<file path="src/rtl/tune_player.sv">
// Push-button tune player: debounces a held key, then steps through a fixed
// five-note ROM, emitting MIDI note numbers with silent gaps between notes.
module tune_player #(
    parameter int unsigned TICK_DIV  = 120000,
    parameter int unsigned DEB_TICKS = 3,
    parameter int unsigned GAP_TICKS = 2
) (
    input  logic       clk12MHz,
    input  logic       resetn,
    input  logic       key,
    output logic [7:0] midi,
    output logic       busy,
    output logic       done
);

    localparam int unsigned PW = (TICK_DIV > 2) ? $clog2(TICK_DIV) : 1;

    typedef enum logic [2:0] {StIdle, StArm, StNote, StGap, StRelease} state_e;

    state_e          state_q, state_d;
    logic [2:0]      idx_q, idx_d;
    logic [PW-1:0]   presc_q, presc_d;
    logic [7:0]      cnt_q, cnt_d;
    logic            ks1_q, ks_q;
    logic [1:0]      vld_q;
    logic            armed_q, armed_d;
    logic [7:0]      midi_q, midi_d;
    logic            busy_q, busy_d;
    logic            done_q, done_d;
    logic            tick;
    logic [7:0]      note_c, dur_c, dur_eff;

    assign tick = (presc_q == PW'(TICK_DIV - 1));

    always_comb begin
        note_c = 8'd0;
        dur_c  = 8'd1;
        unique case (idx_q)
            3'd0:    begin note_c = 8'd74; dur_c = 8'd40;  end
            3'd1:    begin note_c = 8'd76; dur_c = 8'd40;  end
            3'd2:    begin note_c = 8'd72; dur_c = 8'd40;  end
            3'd3:    begin note_c = 8'd60; dur_c = 8'd60;  end
            3'd4:    begin note_c = 8'd67; dur_c = 8'd120; end
            default: begin note_c = 8'd0;  dur_c = 8'd1;   end
        endcase
    end

    assign dur_eff = (dur_c == 8'd0) ? 8'd1 : dur_c;

    // A press only counts once ks has shown a genuine high sample since reset,
    // so a key already held through reset cannot start playback.
    assign armed_d = armed_q | (vld_q[1] & ks_q);

    always_comb begin
        state_d = state_q;
        idx_d   = idx_q;
        unique case (state_q)
            StIdle: begin
                if (!ks_q && armed_q) state_d = StArm;
            end
            StArm: begin
                if (ks_q) begin
                    state_d = StIdle;
                end else if (tick && cnt_q == 8'(DEB_TICKS - 1)) begin
                    state_d = StNote;
                    idx_d   = 3'd0;
                end
            end
            StNote: begin
                if (tick && cnt_q == dur_eff - 8'd1) state_d = StGap;
            end
            StGap: begin
                if (tick && cnt_q == 8'(GAP_TICKS - 1)) begin
                    if (idx_q == 3'd4) begin
                        state_d = StRelease;
                    end else begin
                        idx_d   = idx_q + 3'd1;
                        state_d = StNote;
                    end
                end
            end
            StRelease: begin
                if (ks_q) state_d = StIdle;
            end
            default: state_d = StIdle;
        endcase

        if (state_d != state_q) begin
            presc_d = '0;
            cnt_d   = 8'd0;
        end else begin
            presc_d = tick ? '0 : presc_q + PW'(1);
            cnt_d   = tick ? cnt_q + 8'd1 : cnt_q;
        end

        midi_d = (state_q == StNote) ? note_c : 8'd0;
        busy_d = (state_q == StNote) || (state_q == StGap);
        // busy_q is still high only in the first cycle spent in RELEASE.
        done_d = (state_q == StRelease) && busy_q;
    end

    always_ff @(posedge clk12MHz or negedge resetn) begin
        if (!resetn) begin
            ks1_q   <= 1'b1;
            ks_q    <= 1'b1;
            vld_q   <= 2'b00;
            armed_q <= 1'b0;
            state_q <= StIdle;
            idx_q   <= 3'd0;
            presc_q <= '0;
            cnt_q   <= 8'd0;
            midi_q  <= 8'd0;
            busy_q  <= 1'b0;
            done_q  <= 1'b0;
        end else begin
            ks1_q   <= key;
            ks_q    <= ks1_q;
            vld_q   <= {vld_q[0], 1'b1};
            armed_q <= armed_d;
            state_q <= state_d;
            idx_q   <= idx_d;
            presc_q <= presc_d;
            cnt_q   <= cnt_d;
            midi_q  <= midi_d;
            busy_q  <= busy_d;
            done_q  <= done_d;
        end
    end

    assign midi = midi_q;
    assign busy = busy_q;
    assign done = done_q;

endmodule

</file>
<file path="config.mk">
export PLATFORM = sky130hd
export DESIGN_NAME = tune_player
export DESIGN_NICKNAME = d
export VERILOG_FILES = /design/src/rtl/tune_player.sv
export SDC_FILE = /design/constraint.sdc
export NUM_CORES = 1
export LEC_CHECK = 0
export BUFFER_PORTS_ARGS = -buffer_cell sky130_fd_sc_hd__buf_2
export CAP_MARGIN = 20
export CORE_MARGIN = 2
export CORE_UTILIZATION = 30
export CTS_CLUSTER_SIZE = 20
export DETAILED_ROUTE_END_ITERATION = 8
export PLACE_DENSITY = 0.45
export SYNTH_ARGS = -nofsm -noshare
export SYNTH_HDL_FRONTEND = slang
export SYNTH_SLANG_ARGS = --single-unit
</file>
<file path="constraint.sdc">
create_clock -name clk12MHz -period 3.34 [get_ports clk12MHz]
set_clock_uncertainty 0.1 [all_clocks]
set_input_delay 0.334 -clock clk12MHz [delete_from_list [all_inputs] [get_ports clk12MHz]]
set_output_delay 0.334 -clock clk12MHz [all_outputs]
set_load 0.05 [all_outputs]
</file>
Yosys cells after proc, flatten, opt, wreduce, memory -nomap -nowiden
Index checks and enable logic that the tools add are counted.

Add/sub/neg operators: 4. Equality and inequality tests: 17. Multiplexer cells: 21. Bitwise logic cells: 2. Reduce and logical (&&, ||, !) cells: 14.

Operator list (count): 7-bit case mux with 5 select lines (1); 17-bit 2-to-1 mux (2); 3-bit 2-to-1 mux (11); 8-bit 2-to-1 mux (4); 7-bit case mux with 3 select lines (1); 17-bit by 1-bit adder with 17-bit output, second input constant (1); 17-bit equality test, second input constant (1); 3-bit case mux with 5 select lines (1); 3-bit by 2-bit equality test with 1-bit output, second input constant (4); 8-bit by 1-bit adder with 8-bit output, second input constant (1); 8-bit by 1-bit equality test with 1-bit output, second input constant (1); 8-bit by 2-bit equality test with 1-bit output, second input constant (1); 8-bit equality test (1); 8-bit logical NOT (1); 2-bit inequality test, second input constant (4); 8-bit by 1-bit subtractor with 8-bit output, second input constant (1); 3-bit by 1-bit equality test with 1-bit output, second input constant (2); 3-bit equality test, second input constant (2); 3-bit logical NOT (2); 3-bit case mux with 2 select lines (1); 1-bit logical AND (5); 5-bit AND reduction (1); 2-bit nonzero test (2); 3-bit by 1-bit adder with 3-bit output, second input constant (1); 6 further kinds (6).

Register bits after elaboration: 46. Word-level logic and storage cells: 69.

Longest topological paths before layout
Gate-level depths: netlist (run 1).

Depth after elaboration: 12. Gate-level depth with buffers: 9.

Worst setup path before layout (run 1)
No wires, ideal clock.

Path type: register to register. From: reg idx_q[2]. To: reg cnt_q[0]. Setup time: 0.135 ns. Data arrival time: 2.035 ns. Data required time: 3.105 ns. Setup slack: 1.070 ns. Cell stages (with the launch flop): 10. Path buffers: 1. Period minus slack after synthesis: 2.270 ns. Path through: dfrtp_1 clkbuf_1 inv_1 ha_1 nand2b_1 or4_1 nand4_1 nand4_1 a22oi_2 nor2_1.

Cells in the longest elaborated chain, start to end: 12. Elaborated cells between the ends (all ways): 19. Classes of those cells: 1 x add/sub; 6 x eq/ne; 7 x mux; 5 x reduce/logical.

RTL lines: from (decl) (RTL line 21) `logic [2:0] idx_q, idx_d;`; from (signal assigned) (RTL line 121) `idx_q <= idx_d;`; 3-bit by 2-bit equality test with 1-bit output (tied with other cells) (RTL line 38) `unique case (idx_q)`; 3-bit OR reduction (no line); 7-bit case mux with 3 select lines (RTL line 38); 8-bit logical NOT (RTL line 48) `assign dur_eff = (dur_c == 8'd0) ? 8'd1 : dur_c;`; 8-bit 2-to-1 mux (RTL line 48); 8-bit by 1-bit subtractor with 8-bit output (RTL line 70) `if (tick && cnt_q == dur_eff - 8'd1) state_d = StGap;`; 8-bit equality test (RTL line 70); 1-bit logical AND (RTL line 70); 3-bit 2-to-1 mux (RTL line 70); 3-bit case mux with 5 select lines (*) (RTL line 57) `unique case (state_q)`; 3-bit inequality test (*) (RTL line 88) `if (state_d != state_q) begin`; 8-bit 2-to-1 mux or 2-bit nonzero test (tied branches); to (signal assigned) (RTL line 123) `cnt_q <= cnt_d;`; to (decl) (RTL line 23) `logic [7:0] cnt_q, cnt_d;`.

Mark *: on every way between the ends. The rest lies on a longest branch, timed or not. A chain may end at the register's enable or synchronous reset.

Worst setup path in the final report (run 1)
From: reg presc_q[0]. To: reg cnt_q[2].

Cells in the longest elaborated chain, start to end: 7. Elaborated cells between the ends (all ways): 12. Classes of those cells: 2 x eq/ne; 6 x mux; 4 x reduce/logical.

RTL lines: from (decl) (RTL line 22) `logic [PW-1:0] presc_q, presc_d;`; from (signal assigned) (RTL line 122) `presc_q <= presc_d;`; 17-bit equality test (*) (RTL line 33) `assign tick = (presc_q == PW'(TICK_DIV - 1));`; 1-bit logical AND (RTL line 64) `end else if (tick && cnt_q == 8'(DEB_TICKS - 1)) begin`; 3-bit 2-to-1 mux (RTL line 64); 3-bit 2-to-1 mux (RTL line 62) `if (ks_q) begin`; 3-bit case mux with 5 select lines (RTL line 57); 3-bit inequality test (RTL line 88); 8-bit 2-to-1 mux or 2-bit nonzero test (tied branches).

Marks and branches as above.

==> summary.txt, run 1 <==
Outcome
  – Status: finished, final reports clean

Clocking
  – Clock buffer depth: 2
  – Post-CTS resize count: 0
  – TritonCTS buffer count: 5
  – Worst skew pair latency: 0.29 ns
  – Clock transition at the registers of the reported paths: 0.08 ns
  – CTS tree: yes
  – Post-CTS Setup Bufs: 0
  – H-tree levels: 2
  – Clk sinks: 44
  – Clk Tree Root Cell: clkbuf_8

STA
  – Setup TNS: 0 ns
  – RSZ-0062 raised after global routing: no
  – Max Clock Freq: 382.9 MHz
  – Final Max Slew Viols: 0
  – Final setup viols: 0
  – Final Cycle Share: 0.7820
  – Final hold violation count: 0
  – Period minus WS final: 2.612 ns
  – Measured slew at the worst slew-check pin: 0.5646 ns
  – Rel. slew slack: 0.6196

Synthesis
  – Synth async-reset ratio: 1.000
  – Most common cell in the netlist: dfrtp_1
  – Post-Syn Area: 0.002396 sq mm
  – Avg Inst Size Synth: 10.07 sq um
  – Syn_nets: 250
  – #FFs+latches synth: 44
  – Sequential-to-total area share from yosys stat: 0.4606
  – EDFF count, synth: 0
  – Area leader, netlist: dfrtp_1
  – Synth top area cells: dfrtp_1 (44%), ha_1 (4.7%), nor2_1 (4.4%)
  – Top cells by count, synth: dfrtp_1 (42), nor2_1 (28), nand2_1 (22)
  – Yosys warns: 0
  – Library cells used by synthesis: 48
  – Post-Syn Instances: 238
  – Synth Flop Type: dfrtp_1
  – Share of the synthesized area in the top cell type: 0.4386

Power
  – Total Power: 995.3 uW
  – Maximum VDD drop: 0.1279 mV
  – Leakage: 1.097 nW
  – Pwr/cell area: 375.2 mW/mm^2

Flow run
  – Max Cap Viol: 0

Die
  – I/O pin cnt: 13
  – Site Rows: 32
  – Die extent in x: 93.37 um
  – Die height: 93.37 um
  – Die area: 0.008718 sq mm
  – Starting Density: 0.3101
  – Core area: 0.007727 sq mm

Cells and area
  – Core Util, Final: 0.3433
  – Final #Nets: 262
  – Antenna cells: 0
  – Share of layout cells above drive strength 1: 0.1554
  – Layout Area Growth over Synthesis: 10.70%
  – Fin cells: 353

Place
  – Global placer's final weighted congestion: 0.7094
  – DPL Wire Length: 3.083 mm
  – PortBufs: 11
  – Placed insts: 343

Route
  – Antenna Violating Nets Remaining: 0
  – TritonRoute pass-1 iters: 4
  – Drc violations: 0
  – Initial DRC count: 37
  – Vias: 1590
  – Drt wl/cell: 12.18 um
  – Final WL: 4.301 mm
  – Drt via density: 4.504

Worst setup path
  – Critical Path RT: 3.40 ns
  – CP Max Fanout: 10
  – Critical Path Source Type: register
  – Reg2reg setup slack: 0.73 ns
  – WS Path Type: register to register
  – Crit path DAT: 2.67 ns
  – Worst setup EP type: register

Global routing
  – Pin count of the biggest net entering global routing: 45
  – Grt ovf: 0
  – Vias in the first global route: 1649
  – First-pass GRT wire length: 7.969 mm
  – Total Routing Usage GR: 0.1152
  – Initial antenna violation count: 0

Min path
  – Hold Path Class: input port to register
## power by group
part           internal [mW]  switching (mW)  leakage, nW  total (mW)
Combinational         0.0149          0.0339        0.452      0.0488
Clock                  0.224           0.173       0.0524       0.397
Sequential             0.541         0.00876        0.593       0.550
## final cells by class
cell class | instances | area (sq um)
Fill cell | 808 | 5075
Multi-Input combinational cell | 178 | 1200
Sequential cell | 44 | 1104
Tap cell | 102 | 127.6
Timing Repair Buffer | 13 | 85.08
Clock buffer | 7 | 76.32
Clock inverter | 1 | 30.03
Inverter | 8 | 30.03
## critical path: stages (launching register included)
cell and delay, ns:
dfrtp_1 0.45, ha_1 0.27, nand2_1 0.09, nor4_2 0.47, and2_1 0.37, nand4_1 0.18, a22oi_2 0.45, nor2_1 0.10
## flip-flops by register name, indices dropped and copies added (netlist names)
signal and flops:
presc_q 17, ks_q 1, ks1_q 1, state_q 3
vld_q 2, busy 1, cnt_q 8, idx_q 3
done 1, armed_q 1, midi 6
## cells in the final DEF (no fill, tap or decap), types with 6 or more instances in the layout
cell	instances
dfrtp_1	42
nor2_1	28
nand2_1	22
nand3_1	12
xnor2_1	12
xor2_1	12
buf_2	11
nand4_1	9
nor2_4	9
ha_1	9
inv_1	8
o21ai_0	8
and2_1	8
nor2b_1	7
nor3_1	6
## final timing paths
path,startpoint,end,depth (start not counted)
min,key,ks1_q,1
max in group asynchronous,resetn,ks_q,3
max reg2reg,presc_q[0],cnt_q[2],7
min reg2reg,vld_q[0],vld_q[1],0
max,presc_q[0],cnt_q[2],7
min in group asynchronous,resetn,presc_q[2],2
## timing repair
action | CTS | global route
hold buffers | 0 | 1
endpoints found under the hold margin | 0 | 18
endpoints found under the setup margin | 0 | 0
## cell families after synthesis
logic type / count (synthesis) / share of synthesized area
xor gates and xnor gates: 24 / 0.08773
DFF: 44 / 0.4606
adders and majority gates: 9 / 0.04700
muxes: 2 / 0.01044
other: 2 / 0.003134
AOI/OAI and AO/OA: 21 / 0.06057
buffers and inverters: 16 / 0.03864
and+or+nand+nor: 120 / 0.2919
## stage by stage
stage                     worst slack, ns  hold WS (ns)  instance area, sq um
final                              0.7281       0.04203                  2653
after global routing               0.4578       0.02281                  2653
after CTS                          0.6687       0.03002                  2623
after detailed placement           0.6849        0.2373                  2516
after global placement             0.7952        0.2332                  2516
after floorplan                     1.070      -0.06159                  2396
## per-layer routing
metal | track usage | part of all wire
met2 | 0.1763 | 0.45
met3 | 0.02417 | 0.018
met1 | 0.1596 | 0.52
met4 | 0.04412 | 0.016
met5 | 0 | 0
(Power assumes the default switching activity.)
==> run 2, diff against run 1 <==
--- a/config.mk
+++ b/config.mk
@@ -5,6 +5,7 @@
 export SDC_FILE = /design/constraint.sdc
 export NUM_CORES = 1
 export LEC_CHECK = 0
+export ABC_AREA = 1
 export BUFFER_PORTS_ARGS = -buffer_cell sky130_fd_sc_hd__buf_2
 export CAP_MARGIN = 20
 export CORE_MARGIN = 2
==> constraint.sdc (replaced) <==
create_clock -name clk12MHz -period 2.71 [get_ports clk12MHz]
set_clock_uncertainty 0.1 [all_clocks]
set_input_delay 0.271 -clock clk12MHz [delete_from_list [all_inputs] [get_ports clk12MHz]]
set_output_delay 0.271 -clock clk12MHz [all_outputs]
set_load 0.05 [all_outputs]
==> run 2 against run 1 <==
Net effect:
- flip-flop and latch count did not move
- final cell count rose by 24%
- clock power rose by 7.6%
- worst hold slack improved by 0.22 ns
- largest power group unchanged
- highest routed layer unchanged
- clock-buffer cell count rose by 1
- largest cell class unchanged
- critical endpoint is now presc_q[11]
- maximum frequency rose by 14%
- critical path depth rose by 7
- synthesized cell count rose by 31%
- design area rose by 13%
==> summary.txt, run 2 <==
Die
  – Site Rows: 34 (was 32)
  – Starting Density: 0.3105 (was 0.3101)
  – Die extent in x: 99 um (was 93.37 um)
  – Core area: 0.008721 sq mm (was 0.007727 sq mm)
  – I/O pin cnt: 13 (unchanged)
  – Die area: 0.009801 sq mm (was 0.008718 sq mm)
  – Die height: 99 um (was 93.37 um)

Synthesis
  – Sequential-to-total area share from yosys stat: 0.4076 (was 0.4606)
  – #FFs+latches synth: 44 (unchanged)
  – Synth async-reset ratio: 1.000 (unchanged)
  – EDFF count, synth: 0 (unchanged)
  – Post-Syn Area: 0.002708 sq mm (was 0.002396 sq mm)
  – Yosys warns: 0 (unchanged)
  – Top cells by count, synth: nand2_1 (56), dfrtp_1 (42), inv_1 (31), nor2_1 (28), nor2_4 (24) (was dfrtp_1 (42), nor2_1 (28), nand2_1 (22))
  – Synth top area cells: dfrtp_1 (39%), nor2_4 (10%), nand2_1 (7.8%) (was dfrtp_1 (44%), ha_1 (4.7%), nor2_1 (4.4%))
  – Library cells used by synthesis: 36 (was 48)
  – Avg Inst Size Synth: 8.706 sq um (was 10.07 sq um)
  – Share of the synthesized area in the top cell type: 0.3882 (was 0.4386)
  – Post-Syn Instances: 311 (was 238)
  – Area leader, netlist: dfrtp_1 (unchanged)
  – Syn_nets: 323 (was 250)
  – Most common cell in the netlist: nand2_1 (was dfrtp_1)
  – Synth Flop Type: dfrtp_1 (unchanged)

Cells and area
  – Post-route cell area: 0.002999 sq mm (was 0.002653 sq mm)
  – Most common cell after layout, fill and taps aside: nand2_1 (was dfrtp_1)
  – Antenna cells: 0 (unchanged)
  – Layout Area Growth over Synthesis: 10.77% (was 10.70%)
  – Sequential cell area: 0.001104 sq mm (unchanged)
  – Biggest register: presc_q (unchanged)
  – Share of layout cells above drive strength 1: 0.2636 (was 0.1554)
  – Commonest cells after routing, fill and taps aside: nand2_1 (56), dfrtp_1 (42), inv_1 (31), nor2_1 (28), nor2_4 (24) (was dfrtp_1 (42), nor2_1 (28), nand2_1 (22))
  – Final #Nets: 341 (was 262)
  – Max reg flops: 17 (unchanged)
  – Core Util, Final: 0.3439 (was 0.3433)
  – FILL cells: 906 (was 808)
  – Multi-input gate area: 0.001385 sq mm (was 0.001200 sq mm)

Worst setup path
  – Worst Setup SP: idx_q[0] (was presc_q[0])
  – CP Max Fanout: 17 (was 10)
  – WS Path Type: register to register (unchanged)
  – Crit path DAT: 2.38 ns (was 2.67 ns)
  – R2r startpoint: idx_q[0] (was presc_q[0])
  – Worst setup EP type: register (unchanged)
  – Critical Path RT: 2.79 ns (was 3.40 ns)
  – Critical Path Source Type: register (unchanged)

Clocking
  – Clk sinks: 44 (unchanged)
  – Clk Tree Root Cell: clkbuf_8 (unchanged)
  – Post-CTS resize count: 0 (unchanged)
  – Worst skew pair latency: 0.30 ns (was 0.29 ns)
  – Clock buffer depth: 2 (unchanged)
  – Post-CTS Setup Bufs: 0 (unchanged)
  – CTS tree: yes (unchanged)
  – Clock transition at the registers of the reported paths: 0.08 ns (about the same)
  – TritonCTS buffer count: 5 (unchanged)
  – H-tree levels: 2 (unchanged)

Place
  – PortBufs: 11 (unchanged)
  – Global placer's final weighted congestion: 0.7931 (was 0.7094)
  – Area post-placement: 0.002861 sq mm (was 0.002516 sq mm)
  – DPL Wire Length: 3.643 mm (was 3.083 mm)

Global routing
  – Grt ovf: 0 (unchanged)
  – First-pass GRT wire length: 8.963 mm (was 7.969 mm)
  – Initial antenna violation count: 0 (unchanged)
  – Pin count of the biggest net entering global routing: 44 (was 45)
  – Total Routing Usage GR: 0.1127 (was 0.1152)
  – Vias in the first global route: 1940 (was 1649)

Outcome
  – Status: finished, final reports clean (unchanged)

STA
  – Measured slew at the worst slew-check pin: 0.5409 ns (was 0.5646 ns)
  – Max Clock Freq: 435.5 MHz (was 382.9 MHz)
  – RSZ-0062 raised after global routing: no (unchanged)
  – Setup TNS: 0 ns (unchanged)
  – Final hold violation count: 0 (unchanged)
  – Final setup viols: 0 (unchanged)
  – Final Cycle Share: 0.8473 (was 0.7820)
  – Final Max Slew Viols: 0 (unchanged)
  – Period minus WS final: 2.296 ns (was 2.612 ns)
  – Rel. slew slack: 0.6394 (was 0.6196)

Power
  – Maximum VDD drop: 0.2301 mV (was 0.1279 mV)
  – Total Power: 1.331 mW (was 995.3 uW)
  – Pwr/cell area: 443.9 mW/mm^2 (was 375.2 mW/mm^2)
  – Leakage: 1.290 nW (was 1.097 nW)

Route
  – Initial DRC count: 61 (was 37)
  – Drt via density: 4.491 (was 4.504)
  – Drt wl/cell: 11.30 um (was 12.18 um)
  – Antenna Violating Nets Remaining: 0 (unchanged)
  – TritonRoute pass-1 iters: 4 (unchanged)
  – Final WL: 4.951 mm (was 4.301 mm)
  – Vias: 1967 (was 1590)
  – Drc violations: 0 (unchanged)

Flow run
  – Max Cap Viol: 0 (unchanged)

Min path
  – Hold Crit Start: ks1_q (was key)
  – Hold Path Class: register to register (was input port to register)
==> run 2: cell type report <==
class | count | share of cell area
Clock buffer | 8 | 0.03004
Timing Repair Buffer | 16 | 0.04339
Sequential cell | 44 | 0.3680
Tap cell | 108 | 0.04506
Inverter | 41 | 0.05173
Multi-Input combinational cell | 221 | 0.4618
==> run 2: power breakdown <==
part	switching, mW	internal [mW]
Clock	0.219	0.208
Sequential	0.0171	0.677
Combinational	0.145	0.0650
==> run 2: stage by stage <==
stage	worst slack, ns	hold WS (ns)	std cells
floorplan	0.7752	-0.1246	311
global placement	0.3797	0.2330	427
detailed placement	0.3692	0.2434	427
CTS	0.3446	0.06522	436
global route	0.1852	0.2632	438
finish	0.4137	0.2583	438
==> run 2: path summary, 6_finish.rpt <==
check / to / slack (ns) / depth (start not counted)
setup reg to reg: presc_q[11] / 0.41 / 14
setup / recovery: presc_q[11] / 0.41 / 14
hold reg to reg: ks_q / 0.26 / 0
min in group asynchronous: midi[5] / 0.38 / 2
hold / removal: ks_q / 0.26 / 0
max in group asynchronous: ks_q / 1.43 / 4
==> run 2: routing by layer <==
metal,track usage,up-vias,share of wire
met5,0,-,0
li1,-,1025,-
met4,0.02845,0,0.011
met2,0.1830,22,0.47
met3,0.03191,4,0.032
met1,0.1483,916,0.49
==> run 2: cells by family (layout without fill, tap and decap cells) <==
group                      after synthesis  in the layout  share of synthesized area
and+or+nand+nor                        180            180                     0.3942
buffers and inverters                   46             65                    0.08087
DFF                                     44             44                     0.4076
AOI/OAI and AO/OA                       22             22                    0.04714
adders and majority gates                9              9                    0.04159
other                                    2              2                   0.002774
xor gates and xnor gates                 8              8                    0.02588
==> run 2: what timing repair did <==
item,4_1_cts,5_1_grt
hold endpoints to repair,1,21
hold buffers,1,1
setup endpoints to repair,0,0
==> run 2: critical path: stages, from the launching register on <==
cell and delay [ns]:
dfrtp_1 0.43, inv_1 0.10, ha_1 0.23, nand2_2 0.14, nand2_1 0.08, nand2_1 0.06, nor2_1 0.08, nand2_1 0.07
nor2_2 0.12, nand4_4 0.11, nand3_1 0.11, nand2_2 0.08, nand2_4 0.16, buf_12 0.26, nor2_4 0.04
==> run 3, diff against run 2 <==
--- a/config.mk
+++ b/config.mk
@@ -5,7 +5,7 @@
 export SDC_FILE = /design/constraint.sdc
 export NUM_CORES = 1
 export LEC_CHECK = 0
-export ABC_AREA = 1
+export ABC_AREA = 0
 export BUFFER_PORTS_ARGS = -buffer_cell sky130_fd_sc_hd__buf_2
 export CAP_MARGIN = 20
 export CORE_MARGIN = 2
==> constraint.sdc (replaced) <==
create_clock -name clk12MHz -period 2.3 [get_ports clk12MHz]
set_clock_uncertainty 0.1 [all_clocks]
set_input_delay 0.23 -clock clk12MHz [delete_from_list [all_inputs] [get_ports clk12MHz]]
set_output_delay 0.23 -clock clk12MHz [all_outputs]
set_load 0.05 [all_outputs]
==> run 3 against run 2 <==
Net effect:
- global-route usage is 1.1 points higher
- combinational power down 54%
- maximum frequency is 4.5% higher
- sequential power is 14% higher
- largest cell class unchanged
- largest power group unchanged
==> summary.txt, run 3 (synthesis results as in run 1) <==
Flow run
  – Max Cap Viol: 0 (unchanged)

Worst setup path
  – WS Path Type: register to register (unchanged)
  – CP top delay family: simple AND/OR/NAND/NOR gates (unchanged)
  – R2r startpoint: idx_q[0] (unchanged)
  – Critical Path RT: 2.38 ns (was 2.79 ns)
  – Worst R2R End: cnt_q[0] (was presc_q[11])
  – CP max stage delay: 0.46 ns (was 0.43 ns)
  – Worst setup EP type: register (unchanged)
  – Worst path slowest cell: dfrtp_2 (was dfrtp_1)
  – Crit path cell chain: ha_4, ha_4, nand2b_1, or4_1, nand4_1, nand4_1, a22oi_2, buf_6, nor2_1 (was inv_1, ha_1, nand2_2, nand2_1, nand2_1, nor2_1, nand2_1, nor2_2, nand4_4, nand3_1, nand2_2, nand2_4, buf_12, nor2_4)
  – Crit path DAT: 2.28 ns (was 2.38 ns)
  – Reg2reg setup slack: 0.10 ns (was 0.41 ns)
  – CP Max Fanout: 5 (was 17)
  – Worst Setup SP: idx_q[0] (unchanged)
  – Buffers & Inverters on Critical Path: 1 (was 2)
  – Reg2reg path depth: 9 (was 14)
  – Critical Path Source Type: register (unchanged)

Die
  – I/O pin cnt: 13 (unchanged)
  – Site Rows: 32 (was 34)
  – Die area: 0.008718 sq mm (was 0.009801 sq mm)
  – Starting Density: 0.3101 (was 0.3105)
  – Die extent in x: 93.37 um (was 99 um)
  – Core area: 0.007727 sq mm (was 0.008721 sq mm)
  – Die height: 93.37 um (was 99 um)

Clocking
  – Worst skew pair latency: 0.30 ns (about the same)
  – Clock buffer depth: 2 (unchanged)
  – Clk Tree Root Cell: clkbuf_8 (unchanged)
  – Clk sinks: 44 (unchanged)
  – H-tree levels: 2 (unchanged)
  – CTS tree: yes (unchanged)
  – TritonCTS buffer count: 5 (unchanged)
  – Clock transition at the registers of the reported paths: 0.09 ns (was 0.08 ns)

Power
  – Maximum VDD drop: 0.2121 mV (was 0.2301 mV)
  – Leakage: 1.232 nW (was 1.290 nW)
  – Pwr/cell area: 479.9 mW/mm^2 (was 443.9 mW/mm^2)
  – Total Power: 1.394 mW (was 1.331 mW)

STA
  – Measured slew at the worst slew-check pin: 0.5637 ns (was 0.5409 ns)
  – Setup TNS: 0 ns (unchanged)
  – Final Max Slew Viols: 0 (unchanged)
  – Max Clock Freq: 455.3 MHz (was 435.5 MHz)
  – Rel. slew slack: 0.6242 (was 0.6394)
  – Final hold violation count: 0 (unchanged)
  – Final setup viols: 0 (unchanged)
  – Period minus WS final: 2.196 ns (was 2.296 ns)
  – Final Cycle Share: 0.9550 (was 0.8473)

Route
  – Initial DRC count: 54 (was 61)
  – TritonRoute pass-1 iters: 4 (unchanged)
  – Vias: 1766 (was 1967)
  – Drt wl/cell: 12.83 um (was 11.30 um)
  – Antenna Violating Nets Remaining: 0 (unchanged)
  – Final WL: 4.876 mm (was 4.951 mm)
  – Drt via density: 4.647 (was 4.491)
  – Drc violations: 0 (unchanged)

Min path
  – Hold Crit Start: vld_q[0] (was ks1_q)
  – Worst Hold Path EP: vld_q[1] (was ks_q)
  – WHS Path Cells: 0 (unchanged)
  – Hold Path Class: register to register (unchanged)

Outcome
  – Status: finished, final reports clean (unchanged)

Global routing
  – Vias in the first global route: 1702 (was 1940)
  – Initial antenna violation count: 0 (unchanged)
  – M3 GR Usage: 0.03143 (was 0.03191)
  – Grt ovf: 0 (unchanged)
  – First-pass GRT wire length: 8.349 mm (was 8.963 mm)
  – Total Routing Usage GR: 0.1235 (was 0.1127)
  – GR met1 Demand/Resource: 0.1675 (was 0.1483)
  – Pin count of the biggest net entering global routing: 45 (was 44)
  – GR met2 Demand/Resource: 0.1876 (was 0.1830)
  – GR peak layer: met2 (unchanged)

Place
  – PortBufs: 11 (unchanged)
  – Global placer's final weighted congestion: 0.8019 (was 0.7931)
  – DPL Wire Length: 3.366 mm (was 3.643 mm)

Cells and area
  – Share of layout cells above drive strength 1: 0.2698 (was 0.2636)
  – Final #Nets: 289 (was 341)
  – Antenna cells: 0 (unchanged)
  – Layout Area Growth over Synthesis: 21.25% (was 10.77%)
  – Most common cell after layout, fill and taps aside: dfrtp_1 (was nand2_1)
  – Commonest cells after routing, fill and taps aside: dfrtp_1 (40), nor2_1 (28), buf_4 (24), nand2_1 (22) (was nand2_1 (56), dfrtp_1 (42), inv_1 (31), nor2_1 (28), nor2_4 (24))
  – Biggest register: presc_q (unchanged)
  – Max reg flops: 17 (unchanged)
run 3: layer usage:
layer | up-vias | wire (um)
met1 | 846 | 2311
met5 | - | 0
met4 | 0 | 77
li1 | 876 | -
met3 | 4 | 172
met2 | 40 | 2314
run 3: worst max path at each step:
| stage | slack [ns] | depth (start not counted) | end |
|---|---|---|---|
| floorplan | 0.03 | 9 | cnt_q[0] |
| global placement | 0.08 | 6 | presc_q[1] |
| finish | 0.10 | 9 | cnt_q[0] |
| global route | -0.01 | 9 | cnt_q[7] |
| CTS | 0.01 | 9 | cnt_q[0] |
| detailed placement | 0.04 | 9 | cnt_q[0] |
run 3: per-stage QoR:
stage | setup slack, ns | cells | utilization | area (sq um) | hold slack (ns)
finish | 0.1036 | 380 | 0.3760 | 2905 | 0.2533
global route | -0.01132 | 380 | 0.3760 | 2905 | 0.2675
CTS | 0.01083 | 373 | 0.3596 | 2779 | 0.2549
detailed placement | 0.04166 | 363 | 0.3450 | 2666 | 0.2355
global placement | 0.08138 | 363 | 0.3450 | 2666 | 0.2350
floorplan | 0.02980 | 238 | - | 2396 | -0.1656
run 3: timing repair:
action / 4_1_cts / 5_1_grt
endpoints found under the setup margin: 0 / 23
setup buffers: 0 / 5
endpoints found under the hold margin: 43 / 0
gates resized for setup: 0 / 16
hold buffers: 2 / 0
run 3: final cells by class:
cell class / instances / area (sq um)
fill: 785 / 4822
multi-input combinational: 179 / 1271
sequential: 44 / 1106
timing repair buffer: 39 / 277.8
tap: 102 / 127.6
clock buffer: 6 / 82.58
inverter: 8 / 30.03
clock inverter: 2 / 10.01
run 3: where the power goes:
group	total, mW	switching, mW	internal, mW
Sequential	0.794	0.00837	0.785
Combinational	0.0968	0.0603	0.0366
Clock	0.504	0.264	0.240
Total	1.39	0.332	1.06
run 3: worst reg2reg max path: cells and delay by family (launching register included):
family                   cells  cell delay (ns)
adder cells (fa/ha/maj)      2             0.34
AO/OA/AOI/OAI                1             0.23
AND/OR/NAND/NOR              5             0.79
flip-flops                   1             0.46
buffers and inverters        1             0.16
